`src/rtl/mips_muldiv_unit.sv`:
```
// mips_muldiv_unit: multi-cycle multiply/divide unit with the HI/LO result registers.
// Multiplies complete after MUL_LATENCY cycles. Divides use radix-2 restoring
// iterations on magnitudes, followed by one FIX cycle that applies the signs.
module mips_muldiv_unit #(
    parameter int WIDTH       = 32,
    parameter int MUL_LATENCY = 5
) (
    input  logic             clk,
    input  logic             rst,
    input  logic             start,
    input  logic [2:0]       op,
    input  logic [WIDTH-1:0] src_a,
    input  logic [WIDTH-1:0] src_b,
    output logic             busy,
    output logic             done,
    output logic [WIDTH-1:0] hi,
    output logic [WIDTH-1:0] lo
);

    localparam logic [2:0] OP_MULT  = 3'd0;
    localparam logic [2:0] OP_MULTU = 3'd1;
    localparam logic [2:0] OP_DIV   = 3'd2;
    localparam logic [2:0] OP_DIVU  = 3'd3;
    localparam logic [2:0] OP_MTHI  = 3'd4;
    localparam logic [2:0] OP_MTLO  = 3'd5;

    localparam int CNT_MAX = (WIDTH > MUL_LATENCY) ? WIDTH : MUL_LATENCY;
    localparam int CW      = $clog2(CNT_MAX + 1);

    typedef enum logic [1:0] {S_IDLE, S_MUL, S_DIV, S_FIX} state_t;

    state_t           state_q, state_d;
    logic [CW-1:0]    cnt_q, cnt_d;
    logic [WIDTH-1:0] a_q, a_d;       // raw src_a (multiplicand, or divide-by-zero HI)
    logic [WIDTH-1:0] b_q, b_d;       // raw src_b (multiplier)
    logic             sgn_q, sgn_d;   // signed multiply
    logic [WIDTH-1:0] quo_q, quo_d;   // dividend magnitude shifting into the quotient
    logic [WIDTH-1:0] rem_q, rem_d;   // partial remainder
    logic [WIDTH-1:0] dvs_q, dvs_d;   // divisor magnitude
    logic             negq_q, negq_d; // quotient must be negated in FIX
    logic             negr_q, negr_d; // remainder must be negated in FIX
    logic             dz_q, dz_d;     // divide by zero seen at capture
    logic [WIDTH-1:0] hi_q, hi_d;
    logic [WIDTH-1:0] lo_q, lo_d;
    logic             done_q, done_d;

    logic [2*WIDTH-1:0] a_ext, b_ext, prod;
    logic [WIDTH:0]     trial;
    logic [WIDTH-1:0]   rem_sub;
    logic               a_neg, b_neg, div_sgn;

    // Full-width product from the captured operands; sign extension selects MULT vs MULTU.
    always_comb begin
        a_ext = sgn_q ? {{WIDTH{a_q[WIDTH-1]}}, a_q} : {{WIDTH{1'b0}}, a_q};
        b_ext = sgn_q ? {{WIDTH{b_q[WIDTH-1]}}, b_q} : {{WIDTH{1'b0}}, b_q};
        prod  = a_ext * b_ext;
    end

    // One restoring step: shift in the next dividend bit and subtract the divisor if it fits.
    // The difference is always below the divisor, so WIDTH bits are enough to hold it.
    always_comb begin
        trial   = {rem_q, quo_q[WIDTH-1]};
        rem_sub = trial[WIDTH-1:0] - dvs_q;
    end

    // Operand signs for the divider. They are only used when DIV is accepted.
    always_comb begin
        div_sgn = (op == OP_DIV);
        a_neg   = div_sgn & src_a[WIDTH-1];
        b_neg   = div_sgn & src_b[WIDTH-1];
    end

    // Next-state, datapath, and output logic.
    always_comb begin
        state_d = state_q;
        cnt_d   = cnt_q;
        a_d     = a_q;
        b_d     = b_q;
        sgn_d   = sgn_q;
        quo_d   = quo_q;
        rem_d   = rem_q;
        dvs_d   = dvs_q;
        negq_d  = negq_q;
        negr_d  = negr_q;
        dz_d    = dz_q;
        hi_d    = hi_q;
        lo_d    = lo_q;
        done_d  = 1'b0;

        unique case (state_q)
            S_IDLE: begin
                if (start) begin
                    unique case (op)
                        OP_MULT, OP_MULTU: begin
                            a_d     = src_a;
                            b_d     = src_b;
                            sgn_d   = (op == OP_MULT);
                            cnt_d   = CW'(MUL_LATENCY - 1);
                            state_d = S_MUL;
                        end
                        OP_DIV, OP_DIVU: begin
                            a_d     = src_a;
                            dz_d    = (src_b == '0);
                            quo_d   = a_neg ? -src_a : src_a;
                            dvs_d   = b_neg ? -src_b : src_b;
                            rem_d   = '0;
                            negq_d  = a_neg ^ b_neg;
                            negr_d  = a_neg;
                            cnt_d   = CW'(WIDTH - 1);
                            state_d = S_DIV;
                        end
                        OP_MTHI: hi_d = src_a;
                        OP_MTLO: lo_d = src_a;
                        default: ;
                    endcase
                end
            end
            S_MUL: begin
                if (cnt_q == '0) begin
                    {hi_d, lo_d} = prod;
                    done_d       = 1'b1;
                    state_d      = S_IDLE;
                end else begin
                    cnt_d = cnt_q - 1'b1;
                end
            end
            S_DIV: begin
                if (trial >= {1'b0, dvs_q}) begin
                    rem_d = rem_sub;
                    quo_d = {quo_q[WIDTH-2:0], 1'b1};
                end else begin
                    rem_d = trial[WIDTH-1:0];
                    quo_d = {quo_q[WIDTH-2:0], 1'b0};
                end
                if (cnt_q == '0) state_d = S_FIX;
                else             cnt_d   = cnt_q - 1'b1;
            end
            S_FIX: begin
                // MIN / -1 needs no special case: |MIN| as unsigned equals MIN, and the
                // two negative operands leave the quotient un-negated.
                if (dz_q) begin
                    lo_d = '1;
                    hi_d = a_q;
                end else begin
                    lo_d = negq_q ? -quo_q : quo_q;
                    hi_d = negr_q ? -rem_q : rem_q;
                end
                done_d  = 1'b1;
                state_d = S_IDLE;
            end
            default: state_d = S_IDLE;
        endcase
    end

    // State and datapath registers. Reset aborts any operation in flight.
    always_ff @(posedge clk or posedge rst) begin
        if (rst) begin
            state_q <= S_IDLE;
            cnt_q   <= '0;
            a_q     <= '0;
            b_q     <= '0;
            sgn_q   <= 1'b0;
            quo_q   <= '0;
            rem_q   <= '0;
            dvs_q   <= '0;
            negq_q  <= 1'b0;
            negr_q  <= 1'b0;
            dz_q    <= 1'b0;
            hi_q    <= '0;
            lo_q    <= '0;
            done_q  <= 1'b0;
        end else begin
            state_q <= state_d;
            cnt_q   <= cnt_d;
            a_q     <= a_d;
            b_q     <= b_d;
            sgn_q   <= sgn_d;
            quo_q   <= quo_d;
            rem_q   <= rem_d;
            dvs_q   <= dvs_d;
            negq_q  <= negq_d;
            negr_q  <= negr_d;
            dz_q    <= dz_d;
            hi_q    <= hi_d;
            lo_q    <= lo_d;
            done_q  <= done_d;
        end
    end

    assign busy = (state_q != S_IDLE);
    assign done = done_q;
    assign hi   = hi_q;
    assign lo   = lo_q;

endmodule

```
`config.mk`:
```
export PLATFORM = sky130hd
export DESIGN_NAME = mips_muldiv_unit
export DESIGN_NICKNAME = d
export VERILOG_FILES = /design/src/rtl/mips_muldiv_unit.sv
export SDC_FILE = /design/constraint.sdc
export NUM_CORES = 2
export LEC_CHECK = 0
export ABC_AREA = 1
export CAP_MARGIN = 20
export CORE_ASPECT_RATIO = 0.9
export CORE_MARGIN = 10
export CORE_UTILIZATION = 60
export DETAILED_ROUTE_END_ITERATION = 16
export PLACE_DENSITY = 0.89
export SETUP_SLACK_MARGIN = 0.4
export SLEW_MARGIN = 40
export SYNTH_ARGS = -nofsm -noshare
export SYNTH_HDL_FRONTEND = slang
export SYNTH_SLANG_ARGS = --single-unit
```
`constraint.sdc`:
```
create_clock -name clk -period 11.3 [get_ports clk]
set_input_delay 1.13 -clock clk [delete_from_list [all_inputs] [get_ports clk]]
set_output_delay 1.13 -clock clk [all_outputs]
set_load 0.1 [all_outputs]
```
# After elaboration in Yosys (flattened, before gate mapping)
# Index checks and enable logic that the tools add are counted.
[op_classes]
addsub = 6
eq_ne = 16
n_bitwise = 3
n_mux = 35
multipliers = 1
reduce_logical = 20
n_lt_le_gt_ge = 1
[op_table]
columns = ["operator", "n"]
rows = [
  ["$mux 32", 17],
  ["$pmux 32 s3", 2],
  ["$mux 64", 2],
  ["$neg 32->32", 4],
  ["$pmux 32 s2", 2],
  ["$mul 64x64->64", 1],
  ["$ge 33x32->1", 1],
  ["$logic_not 32->1", 1],
  ["$sub 32x32->32", 1],
  ["$pmux 6 s2", 2],
  ["$reduce_and 4->1", 4],
  ["$mux 6", 2],
  ["$reduce_and 3->1", 4],
  ["$ne 2x2->1 const B", 4],
  ["$pmux 2 s4", 1],
  ["$eq 3x2->1 const B", 2],
  ["$eq 3x3->1 const B", 2],
  ["$logic_not 6->1", 1],
  ["$mux 2", 3],
  ["$ne 2x1->1 const B", 3],
  ["$reduce_bool 2->1", 3],
  ["$reduce_or 2->1", 3],
  ["$sub 6x1->6 const B", 1],
  ["$eq 2x2->1 const B", 2],
  ["12 further kinds", 14],
]
[word_totals]
out_inout_bits = 66
inputBits = 70
ff_bits = 237
word_cells = 96

# Longest topological paths before layout
[depth]
word_depth = 6
mapped_depth = 39
ltp_nobuf = 38

# Worst setup path after synthesis
# OpenSTA, ideal clock, no wires.
[synth_path]
path_kind = "reg2reg"
from = "register a_q[31]"
to = "register hi_q[31], in the netlist hi[31]"
stages_incl_launch_ff = 34
setup_ns = 0.078
required_time_ns = 11.222
arrival_time_ns = 8.653
path_slack_ns = 2.569
cell_sequence = "dfrtp_1 -> buf_2 -> nand2_1 -> clkinv_1 -> nand2_1 -> inv_1 -> fa_1 -> inv_1 -> fa_1 -> inv_1 -> fa_1 -> inv_1 -> fa_1 -> inv_1 -> fa_1 -> fa_1 -> inv_1 -> fa_1 -> fa_1 -> fa_1 -> fa_1 -> inv_1 -> ha_1 -> inv_1 -> nor3_1 -> nand2_1 -> nor2_1 -> and3_1 -> nand2_1 -> nand3_1 -> inv_1 -> nand3_1 -> nand3_1 -> a21oi_1"
[synth_via]
elab_chain_len = 4
[synth_rtl]
columns = ["element", "line_no", "source"]
rows = [
  ["start, declared", "34", "logic [WIDTH-1:0] a_q, a_d;"],
  ["start signal, assigned", "160", "a_q <= '0;"],
  ["start signal, assigned", "175", "a_q <= a_d;"],
  ["$mux 64", "54", "a_ext = sgn_q ? {{WIDTH{a_q[WIDTH-1]}}, a_q} : {{WIDTH{1'b0}}, a_q};"],
  ["$mul 64x64->64", "56", "prod = a_ext * b_ext;"],
  ["$mux 32", "119", "if (cnt_q == '0) begin"],
  ["$pmux 32 s3 *", "90", "unique case (state_q)"],
  ["end signal, assigned", "184", "hi_q <= hi_d;"],
  ["end, declared", "43", "logic [WIDTH-1:0] hi_q, hi_d;"],
]
# Every way passes the cells marked *; elsewhere a longest branch is shown, timed or not. The select of a mux whose other input is x is not followed.
# A chain may end at the register's enable or synchronous reset.

# Final worst setup path
[layout_path]
from = "register sgn_q"
to = "register hi_q[14], in the netlist hi[14]"
[layout_via]
elab_chain_len = 4
[layout_rtl]
columns = ["element", "line_no", "source"]
rows = [
  ["start, declared", "36", "logic sgn_q, sgn_d;"],
  ["start signal, assigned", "177", "sgn_q <= sgn_d;"],
  ["$mux 64, on equally long branches", "54, 55", ""],
  ["$mul 64x64->64 *", "56", ""],
  ["$mux 32 *", "119", ""],
  ["$pmux 32 s3 *", "90", ""],
]
# Marked as above.

==> impl_metrics.py <==
metrics = {
    "floorplan": {
        "die_y_um": 335,
        "coreArea_um2": 109000,
        "design.die.area_um2": 124000,
        "initial_utilization_pct": 60.4,
        "die_w_um": 370,
        "ios": 136,
        "fp-row-count": 115,
    },
    "logic_synthesis": {
        "ys_ff_latch": 237,
        "synth_fp_nets": 10400,
        "synth.distinct_cells": 64,
        "yosys.area.top_type": "fa_1",
        "synth_edf_count": 0,
        "syn_area_um2": 66100,
        "synth_ff_type": "dfrtp_1",
        "syn_avg_cell_area_um2": 7.76,
        "async_flop_share_pct": 100,
        "netlist.area_leader.share_pct": 43.0,
        "yosysWarnings": 0,
        "synth_seq_area_share_pct": 8.98,
        "synthCells": 8512,
        "synth_area_leaders": "fa_1 (43%), inv_1 (14%), nand2_1 (10%)",
    },
    "drt": {
        "via_count": 57800,
        "drt-pass1-iter-count": 9,
        "routedWlPerCell_um": 24.2,
        "viasPerCell": 5.80,
        "final_antenna_net_count": 0,
        "drcViolationCount": 0,
        "drtIter0Drc": 7142,
        "drt-total-wl_um": 241000,
    },
    "run_status": {
        "status": "finished, final reports clean",
    },
    "timing": {
        "setup_violations": 0,
        "max_freq_ghz": 0.0984,
        "hold_viol": 0,
        "slew_headroom_pct": 29.7,
        "finalCriticalPeriod_ns": 10.17,
        "setup_slack_ns": 1.13,
        "maxSlewViolCount": 0,
        "finalSetupTns_ns": 0,
        "fin_skew_ns": 0.0171,
        "final.period_utilization_pct": 90.0,
        "rsz0062_at_grt": "false",
        "tightestPinTransition_ns": 1.04,
    },
    "placement": {
        "place_congestion": 1.07,
        "portBuffers": 135,
        "dp_hpwl_um": 203000,
        "preCtsSetupSlack_ns": 1.33,
    },
    "clocking": {
        "cts_buffer_depth": 3,
        "cts_sinks": 237,
        "htreeDepth": 1,
        "cts-root-buf": "clkbuf_16",
        "post_cts_buffers": 0,
        "clk_latency_ns": 0.62,
        "cts_tree": "yes",
        "cts_inserted_buffers": 31,
        "cts_resized": 0,
        "cts.clk_slew.worst_paths_ns": 0.06,
        "hold_buffers": 0,
    },
    "cells_and_area": {
        "drive_gt1_share_pct": 4.71,
        "fin_nets": 10300,
        "area_delta_synth_final_pct": 5.46,
    },
    "min_path": {
        "hp-class": "flip-flop to flip-flop",
        "hold_path_end": "lo[25]",
        "holdPathStages": 2,
        "holdCritStartpoint": "lo[25]",
    },
    "setup_path": {
        "path_max_fanout": 25,
        "rrSetupSlack_ns": 1.13,
        "endpoint_kind": "flip-flop",
        "path_buf_inv": 9,
        "r2r_cells": 30,
        "critPathSlowestCell": "fa_1",
        "path_common_cell": "fa_1",
        "r2r-end": "hi[14]",
        "cp_top_family": "adder cells",
        "start_kind": "flip-flop",
        "criticalPathCategory": "flip-flop to flip-flop",
        "slowest_delay_ns": 0.90,
        "arrival_ns": 10.70,
        "crit_required_ns": 11.84,
        "worstSetupStartpoint": "sgn_q",
        "reg2reg_from": "sgn_q",
    },
    "grt": {
        "grt_pass1_wl_um": 365000,
        "grt_pass1_vias": 60500,
        "grt-ovfl-total": 0,
        "antenna_found_initial": 12,
        "grtUsageTotal_pct": 39.3,
        "grt_max_degree": 109,
    },
    "job": {
        "maxCapViolCount": 0,
    },
}
placed cells by master, fill, tap and decap left out, types with 7 or more instances in the layout:
cell,instances
xnor2_1,28
fa_1,1420
nor4_1,11
nand3_1,283
nor2_1,460
o31ai_1,11
nand2_2,32
clkinv_2,7
nor3_2,9
o21a_1,8
nand4_1,47
clkbuf_16,31
nand2_1,1769
or2_2,24
mux2_2,13
a21oi_1,281
xor2_1,59
inv_1,2529
o211ai_1,24
nor3_1,50
diode_2,9
nand3b_1,13
o21ai_0,307
clkdlybuf4s50_1,69
ha_1,350
a31oi_1,28
inv_2,13
buf_4,132
o21bai_1,19
dfrtp_2,22
o21ai_1,37
buf_2,66
dfrtp_1,215
o221ai_1,8
routing by layer:
| layer | share of wire, % | global-route usage [%] |
|---|---|---|
| met5 | 0.048 | 0 |
| met4 | 5.8 | 17.8 |
| met3 | 15 | 14.4 |
| met2 | 42 | 57.1 |
| met1 | 38 | 52.2 |
layout make-up:
type,instances,area [µm²]
multi-input cells,5365,49200
fillers,9189,39700
diodes,9,22.5
repair buffers,270,2050
well taps,1462,1830
flip-flops and latches,237,5960
inverters,2550,9590
clock inverters,20,245
clock buffers,38,832
cells in the mapped netlist, types with 16 or more instances:
cell	instances
nor2_1	460
inv_1	2533
dfrtp_1	237
fa_1	1420
xor2_1	59
o21ai_1	29
buf_2	16
a21oi_1	281
or2_2	24
nor3_1	50
clkbuf_1	322
ha_1	350
nand4_1	47
a31oi_1	28
xnor2_1	28
nand3_1	284
buf_1	16
nand2_1	1770
o21bai_1	19
nand2_2	31
o211ai_1	24
o21ai_0	315
flip-flops by register name (all words and copies together), names as in the netlist:
name,flops
state_q,2
quo_q,32
rem_q,32
dvs_q,32
negr_q,1
sgn_q,1
b_q,32
a_q,32
done,1
lo,32
hi,32
negq_q,1
dz_q,1
cnt_q,6
worst min-delay path, stage by stage, from the launching register on:
cell and delay, ns:
dfrtp_1 0.34, o21ai_1 0.07, inv_1 0.05
cell families (layout without fill, tap and decap cells):
group,Yosys count,in the layout,synth area share [%]
XOR/XNOR,87,87,1.15
flip-flops,237,237,8.98
other,0,9,0
buffers and inverters,2910,2878,16.7
AND/OR/NAND/NOR,2724,2724,16.9
AO/OA/AOI/OAI,771,771,6.42
multiplexers,13,13,0.222
adder cells (fa/ha/maj),1770,1770,49.6
metrics by stage:
stage	hold slack (ns)	utilization [%]	instances	instance area, µm²
4_1_cts	0.487	63.7	9942	69700
2_1_floorplan	0.453	-	8512	66100
5_1_grt	0.520	63.7	9942	69700
6_report	0.488	63.7	9951	69700
3_5_place_dp	0.471	62.7	9884	68600
3_3_place_gp	0.467	63.0	9884	68900
worst max path at each step:
stage / to / slack [ns] / cells past startpoint
floorplan: hi[31] / 2.57 / 33
global placement: hi[22] / 1.42 / 33
detailed placement: hi[12] / 1.33 / 31
CTS: hi[12] / 1.32 / 31
global route: hi[31] / 0.72 / 31
finish: hi[14] / 1.13 / 30
Power is not shown: default switching activity piles up to over one toggle a cycle in this logic, so the estimate is an artifact.
